`src/rtl/port_scan_sequencer_pkg.sv`:
```
// Shared constants and FSM encoding for the port scan sequencer.
//   NUM_PORTS / PORT_W / SEL_W : scan geometry (8 ports of 3 bits, 3-bit select)
//   CNT_W                      : settle counter width (SETTLE_CYCLES up to 15)
//   ST_*                       : 2-bit state codes used by state_e
package port_scan_sequencer_pkg;

  localparam int NUM_PORTS         = 8;
  localparam int PORT_W            = 3;
  localparam int SEL_W             = 3;
  localparam int CNT_W             = 4;
  localparam int SETTLE_CYCLES_DEF = 2;

  localparam logic [1:0] ST_IDLE   = 2'd0;
  localparam logic [1:0] ST_SETTLE = 2'd1;
  localparam logic [1:0] ST_SAMPLE = 2'd2;
  localparam logic [1:0] ST_EMIT   = 2'd3;

  typedef enum logic [1:0] {
    S_IDLE   = ST_IDLE,
    S_SETTLE = ST_SETTLE,
    S_SAMPLE = ST_SAMPLE,
    S_EMIT   = ST_EMIT
  } state_e;

endpackage

```
`src/rtl/port_scan_sequencer_if.sv`:
```
// Bus between the scan sequencer, the upstream port mux and the game-logic
// event consumer.
//   enable     : scan enable (level)
//   port_data  : value returned by the mux for the current select
//   select     : mux select / index of the port being scanned
//   snapshot   : last sampled value of every port, port i at [3i+2:3i]
//   evt_*      : valid/ready change event (port index + new value)
//   scan_done  : one-cycle pulse when port 7 retires
// slave = the sequencer, master = the environment driving it.
interface port_scan_sequencer_if;
  import port_scan_sequencer_pkg::*;

  logic                           enable;
  logic [PORT_W-1:0]              port_data;
  logic [SEL_W-1:0]               select;
  logic [NUM_PORTS*PORT_W-1:0]    snapshot;
  logic                           evt_valid;
  logic                           evt_ready;
  logic [SEL_W-1:0]               evt_port;
  logic [PORT_W-1:0]              evt_value;
  logic                           scan_done;

  modport slave (
    input  enable, port_data, evt_ready,
    output select, snapshot, evt_valid, evt_port, evt_value, scan_done
  );

  modport master (
    output enable, port_data, evt_ready,
    input  select, snapshot, evt_valid, evt_port, evt_value, scan_done
  );

endinterface

```
`src/rtl/port_snapshot_bank.sv`:
```
// Register file holding the last sampled value of each scanned port.
//   clock, reset_n : clock / async active-low reset (all entries clear to 0)
//   we_i           : write strobe
//   widx_i         : write index, also the index of the old-value read
//   wdata_i        : write data
//   old_o          : current (pre-write) contents of entry widx_i
//   snapshot_o     : all entries flattened, entry i at [3i+2:3i]
module port_snapshot_bank
  import port_scan_sequencer_pkg::*;
(
  input  logic                        clock,
  input  logic                        reset_n,
  input  logic                        we_i,
  input  logic [SEL_W-1:0]            widx_i,
  input  logic [PORT_W-1:0]           wdata_i,
  output logic [PORT_W-1:0]           old_o,
  output logic [NUM_PORTS*PORT_W-1:0] snapshot_o
);

  logic [NUM_PORTS-1:0][PORT_W-1:0] mem_q;

  always_ff @(posedge clock or negedge reset_n) begin
    if (!reset_n) begin
      mem_q <= '0;
    end else if (we_i) begin
      mem_q[widx_i] <= wdata_i;
    end
  end

  assign old_o      = mem_q[widx_i];
  assign snapshot_o = mem_q;

endmodule

```
`src/rtl/port_scan_sequencer.sv`:
```
// Round-robin scanner in front of the 8:1 port-extractor mux. Holds each
// select for SETTLE_CYCLES, samples the mux output into the snapshot bank and
// raises a valid/ready event whenever a port's value differs from its last
// sample. scan_done pulses as port 7 retires.
//   clock, reset_n : clock / async active-low reset
//   bus            : slave side of port_scan_sequencer_if
//   SETTLE_CYCLES  : select hold time before sampling, legal 1..15
//
// state  | meaning
// -------+---------------------------------------------------------------
// IDLE   | scan paused, select holds; enable starts a settle
// SETTLE | select stable, counting SETTLE_CYCLES cycles
// SAMPLE | one cycle: write bank, compare with old value
// EMIT   | event pending, wait for evt_ready before moving on
module port_scan_sequencer
  import port_scan_sequencer_pkg::*;
#(
  parameter int unsigned SETTLE_CYCLES = SETTLE_CYCLES_DEF
) (
  input  logic                   clock,
  input  logic                   reset_n,
  port_scan_sequencer_if.slave   bus
);

  // The counter starts at 0 on entry, so the last settle cycle is SETTLE_CYCLES-1.
  localparam logic [CNT_W-1:0] SETTLE_LAST = CNT_W'(SETTLE_CYCLES - 1);
  localparam logic [SEL_W-1:0] LAST_PORT   = SEL_W'(NUM_PORTS - 1);

  state_e            state_q, state_d;
  logic [SEL_W-1:0]  sel_q, sel_d;
  logic [CNT_W-1:0]  cnt_q, cnt_d;
  logic [SEL_W-1:0]  evt_port_q, evt_port_d;
  logic [PORT_W-1:0] evt_value_q, evt_value_d;
  logic              advance;
  logic              snap_we;
  logic [PORT_W-1:0] old_val;
  logic [NUM_PORTS*PORT_W-1:0] snap_flat;

  port_snapshot_bank u_bank (
    .clock      (clock),
    .reset_n    (reset_n),
    .we_i       (snap_we),
    .widx_i     (sel_q),
    .wdata_i    (bus.port_data),
    .old_o      (old_val),
    .snapshot_o (snap_flat)
  );

  always_ff @(posedge clock or negedge reset_n) begin
    if (!reset_n) begin
      state_q     <= S_IDLE;
      sel_q       <= '0;
      cnt_q       <= '0;
      evt_port_q  <= '0;
      evt_value_q <= '0;
    end else begin
      state_q     <= state_d;
      sel_q       <= sel_d;
      cnt_q       <= cnt_d;
      evt_port_q  <= evt_port_d;
      evt_value_q <= evt_value_d;
    end
  end

  always_comb begin
    state_d     = state_q;
    sel_d       = sel_q;
    cnt_d       = cnt_q;
    evt_port_d  = evt_port_q;
    evt_value_d = evt_value_q;
    advance     = 1'b0;
    snap_we     = 1'b0;

    unique case (state_q)
      S_IDLE: begin
        if (bus.enable) begin
          state_d = S_SETTLE;
          cnt_d   = '0;
        end
      end
      S_SETTLE: begin
        cnt_d = cnt_q + 1'b1;
        if (cnt_q == SETTLE_LAST) begin
          state_d = S_SAMPLE;
        end
      end
      S_SAMPLE: begin
        // The bank is refreshed every visit; only a difference raises an event.
        snap_we = 1'b1;
        if (bus.port_data != old_val) begin
          evt_port_d  = sel_q;
          evt_value_d = bus.port_data;
          state_d     = S_EMIT;
        end else begin
          advance = 1'b1;
        end
      end
      S_EMIT: begin
        if (bus.evt_ready) begin
          advance = 1'b1;
        end
      end
      default: state_d = S_IDLE;
    endcase

    // Retiring the current port is the only place select moves, so a dropped
    // enable always lets the port in flight finish first.
    if (advance) begin
      sel_d   = sel_q + 1'b1;
      cnt_d   = '0;
      state_d = bus.enable ? S_SETTLE : S_IDLE;
    end
  end

  assign bus.select    = sel_q;
  assign bus.snapshot  = snap_flat;
  assign bus.evt_valid = (state_q == S_EMIT);
  assign bus.evt_port  = evt_port_q;
  assign bus.evt_value = evt_value_q;
  assign bus.scan_done = advance && (sel_q == LAST_PORT);

endmodule

```
`src/flat_wrapper.sv`:
```
// flat-port wrapper written by rule: the top's interface ports become plain ports
module port_scan_sequencer_flat import port_scan_sequencer_pkg::*;
#(
  parameter int unsigned SETTLE_CYCLES = SETTLE_CYCLES_DEF
)
  (clock, reset_n, bus_enable, bus_port_data, bus_evt_ready, bus_select, bus_snapshot, bus_evt_valid, bus_evt_port, bus_evt_value, bus_scan_done);
  port_scan_sequencer_if bus_i ();
  input  logic clock;
  input  logic reset_n;
  input wire logic [$bits(bus_i.enable)-1:0] bus_enable;
  input wire logic [$bits(bus_i.port_data)-1:0] bus_port_data;
  input wire logic [$bits(bus_i.evt_ready)-1:0] bus_evt_ready;
  output wire logic [$bits(bus_i.select)-1:0] bus_select;
  output wire logic [$bits(bus_i.snapshot)-1:0] bus_snapshot;
  output wire logic [$bits(bus_i.evt_valid)-1:0] bus_evt_valid;
  output wire logic [$bits(bus_i.evt_port)-1:0] bus_evt_port;
  output wire logic [$bits(bus_i.evt_value)-1:0] bus_evt_value;
  output wire logic [$bits(bus_i.scan_done)-1:0] bus_scan_done;
  assign bus_i.enable = bus_enable;
  assign bus_i.port_data = bus_port_data;
  assign bus_i.evt_ready = bus_evt_ready;
  assign bus_select = bus_i.select;
  assign bus_snapshot = bus_i.snapshot;
  assign bus_evt_valid = bus_i.evt_valid;
  assign bus_evt_port = bus_i.evt_port;
  assign bus_evt_value = bus_i.evt_value;
  assign bus_scan_done = bus_i.scan_done;
  port_scan_sequencer #(.SETTLE_CYCLES(SETTLE_CYCLES)) u_core (.clock(clock), .reset_n(reset_n), .bus(bus_i));
endmodule
```
`config.mk`:
```
export PLATFORM = sky130hd
export DESIGN_NAME = port_scan_sequencer_flat
export DESIGN_NICKNAME = d
export VERILOG_FILES = /design/src/rtl/port_scan_sequencer_pkg.sv /design/src/rtl/port_scan_sequencer_if.sv /design/src/rtl/port_snapshot_bank.sv /design/src/rtl/port_scan_sequencer.sv /design/src/flat_wrapper.sv
export SDC_FILE = /design/constraint.sdc
export NUM_CORES = 1
export LEC_CHECK = 0
export BUFFER_PORTS_ARGS = -buffer_cell sky130_fd_sc_hd__buf_2
export CORE_MARGIN = 10
export CORE_UTILIZATION = 30
export CTS_CLUSTER_SIZE = 25
export DETAILED_ROUTE_END_ITERATION = 16
export GPL_TIMING_DRIVEN = 0
export MAX_ROUTING_LAYER = met4
export PLACE_DENSITY_LB_ADDON = 0.25
export SYNTH_ARGS = -nofsm -noshare
export SYNTH_HDL_FRONTEND = slang
export SYNTH_HIERARCHICAL = 1
export SYNTH_SLANG_ARGS = --single-unit
```
`constraint.sdc`:
```
create_clock -name clock -period 3.1 [get_ports clock]
set_input_delay 0.62 -clock clock [delete_from_list [all_inputs] [get_ports clock]]
set_output_delay 0.62 -clock clock [all_outputs]
set_load 0.05 [all_outputs]
```
==> results.py <==
metrics = {
    "layout": {
        "final_area_um2": 2580,
        "final_nets": 239,
        "drive_gt1_share_pct": 51.8,
        "final_cell_mix": "buf_2, dfrtp_1, mux2_2",
        "fillCellCount": 680,
        "diodes": 0,
        "stdcell_count": 304,
        "areaGrowthSynthToFinish_pct": 25.7,
        "final_common_cell": "buf_2",
    },
    "logic_synthesis": {
        "synth_cells": 163,
        "syn_area_per_cell_um2": 12.6,
        "ys_types": 41,
        "async_reset_ff_share_pct": 100,
        "synth_area_um2": 2050,
        "synth_edf_count": 0,
        "synth_nets": 179,
        "synth_top_flop_cell": "dfrtp_1",
        "yosysSeqAreaShare_pct": 47.6,
        "synth-seq-cells": 39,
        "yosysWarnings": 6,
    },
    "drt": {
        "drtPass1Iterations": 4,
        "ant_nets": 0,
        "drc": 0,
        "drt_first_iter_violations": 35,
        "wirelength_um": 5220,
        "met1_length_um": 2460,
        "wl_met2_um": 2510,
        "via_per_inst": 4.88,
        "maxUsedRoutingLayer": "met4",
        "met3_length_um": 219,
        "wl_per_cell_um": 17.2,
        "num_vias": 1483,
    },
    "floorplan": {
        "ios": 42,
        "start_util_pct": 30.5,
        "die_w_um": 103,
        "dieArea_um2": 10500,
        "rows": 30,
        "die_h_um": 103,
        "core_area_um2": 6720,
    },
    "cts": {
        "clk_pin_slew_ns": 0.08,
        "clockBufferDepth": 2,
        "cts_tree": "yes",
        "postCtsHoldBufs": 0,
        "clkLatencyLatePin_ns": 0.29,
        "htreeDepth": 2,
        "clkSinkCount": 39,
        "numCtsBuffers": 5,
        "root_buffer": "clkbuf_8",
    },
    "timing": {
        "slew_headroom_pct": 40.2,
        "fin_crit_ns": 3.02,
        "rsz0062_at_grt": "true",
        "setup_slack_ns": 0.0819,
        "worst_pin_slew_ns": 0.897,
        "slew_viol_final": 0,
        "finalSetupViolCount": 0,
        "hold_viol": 0,
        "post-route-period-util_pct": 97.4,
        "tns_ns": 0,
        "finClkSkew_ns": 0.00627,
        "fmax_mhz": 331,
    },
    "global_routing": {
        "antenna_found_initial": 0,
        "grt_max_degree": 40,
        "grt_pass1_vias": 1589,
        "grt_pass1_wl_um": 8440,
        "gr-total-overflow": 0,
        "track_usage_pct": 10.6,
    },
    "critical_path": {
        "crit_arrival_ns": 2.40,
        "regToRegStartpoint": "u_core/bus.select[1]$_DFFE_PN0P_",
        "crit_end": "bus_scan_done",
        "path_cells": "buf_6 -> mux4_2 -> o22a_1 -> xor2_1 -> nor3_2 -> a22o_4 -> and2_4 -> buf_8",
        "setup.worst_path.end_class": "output pin",
        "crit_family": "multiplexers",
        "cp_max_fo": 4,
        "critPathLaunchType": "register",
        "path_buf_inv": 2,
        "r2r_cells": 9,
        "r2r_slack_ns": 0.50,
        "critical_path.startpoint": "u_core/bus.select[1]$_DFFE_PN0P_",
        "slowest_stage": "mux4_2",
        "cp_data_required_time_ns": 2.48,
        "path_depth": 8,
        "rr_endpoint": "u_core/bus.evt_port[0]$_DFFE_PN0P_",
        "crit_path_max_incr_delay_ns": 0.49,
        "path_class": "register to output pin",
    },
    "outcome": {
        "outcome": "complete, no violations",
    },
    "run": {
        "cap_violations": 0,
    },
    "placement": {
        "dpl.hpwl_um": 3620,
        "placed_area_um2": 2360,
        "dp_slack_ns": -0.335,
        "io_buffer_count": 41,
        "place_inst": 284,
        "gp_congestion": 0.788,
    },
    "hold_path": {
        "min_path_type": "input port to async pin",
    },
}
[stage by stage]
stage	util [%]	hold WS, ns
floorplan	-	0.324
global placement	35.1	0.485
detailed placement	35.1	0.490
CTS	37.1	0.488
global route	38.4	0.521
finish	38.4	0.451
[cells by family after synthesis]
group | Yosys count | synth area share [%]
buffers and inverters | 10 | 2.26
AND/OR/NAND/NOR | 36 | 11.5
adder cells (fa/ha/maj) | 9 | 5.49
flip-flops | 39 | 47.6
XOR/XNOR | 4 | 1.71
AO/OA/AOI/OAI | 22 | 7.56
multiplexers | 43 | 24.0
[cells in the mapped netlist, types with 2 or more instances]
master	number	area share, %
buf_2	4	0.98
o21ai_0	5	1.2
nand4_1	3	0.91
ha_1	9	5.5
a21boi_0	3	1.1
nand2_1	5	0.91
xor2_1	3	1.3
dfrtp_1	39	48
nand2b_1	4	1.2
o211ai_1	2	0.73
nor3_2	2	0.98
nor2b_1	2	0.61
nor3b_2	2	1.2
mux2i_1	6	2.9
nand4b_1	2	0.85
nor3b_1	2	0.73
a211o_1	2	0.85
nor2_1	3	0.55
nand3_1	2	0.49
mux2_2	35	19
inv_1	4	0.73
nor3_1	2	0.49
a31oi_1	3	0.91
a21oi_1	2	0.49
[registers in the layout (all words and copies together), names as in the netlist]
signal	cells
u_core/bus.select	3
u_core/cnt_q	4
u_core/state_q	2
u_core/u_bank/snapshot_o	24
u_core/bus.evt_port	3
u_core/bus.evt_value	3
[timing repair]
action / 4_1_cts / 5_1_grt
setup buffers: 3 / 9
pin swaps: 2 / 6
resized for setup: 9 / 5
endpoints found under the setup margin: 1 / 1
[routing by layer]
| layer | GRT usage, % | vias up |
|---|---|---|
| met5 | - | - |
| met4 | 2.28 | 0 |
| met3 | 3.22 | 2 |
| met2 | 16.9 | 33 |
| met1 | 13.1 | 734 |
| li1 | - | 714 |
[worst min-delay path by stage]
stage / slack, ns / to / cells after the start / from
after floorplan: 0.32 / u_core/bus.evt_port[0]$_DFFE_PN0P_ / 0 / reset_n
after global placement: 0.48 / u_core/bus.evt_value[2]$_DFFE_PN0P_ / 1 / u_core/bus.evt_value[2]$_DFFE_PN0P_
after detailed placement: 0.49 / u_core/bus.evt_port[0]$_DFFE_PN0P_ / 1 / u_core/bus.evt_port[0]$_DFFE_PN0P_
after CTS: 0.49 / u_core/state_q[0]$_DFFE_PN0P_ / 1 / reset_n
after global routing: 0.52 / u_core/state_q[0]$_DFFE_PN0P_ / 1 / reset_n
final: 0.45 / u_core/state_q[0]$_DFFE_PN0P_ / 1 / reset_n
[final cells by class]
type / instances / area [um^2] / area share (%)
Sequential cell: 39 / 980 / 38.0
Timing Repair Buffer: 53 / 309 / 12.0
Multi-Input combinational cell: 114 / 1050 / 40.6
Tap cell: 80 / 100 / 3.88
Clock inverter: 3 / 15.0 / 0.582
Inverter: 4 / 15.0 / 0.582
Clock buffer: 5 / 68.8 / 2.67
Buffer: 6 / 45.0 / 1.75
[worst register-to-register path: stages, from the launching register on]
cell      delay [ns]
dfrtp_2         0.42
buf_6           0.12
mux4_2          0.49
o22a_1          0.23
xor2_1          0.17
nor3_2          0.24
buf_4           0.18
nand2b_1        0.09
buf_2           0.21
mux2_2          0.35
Power is not shown: default switching activity piles up to over one toggle a cycle in this logic, so the estimate is an artifact.
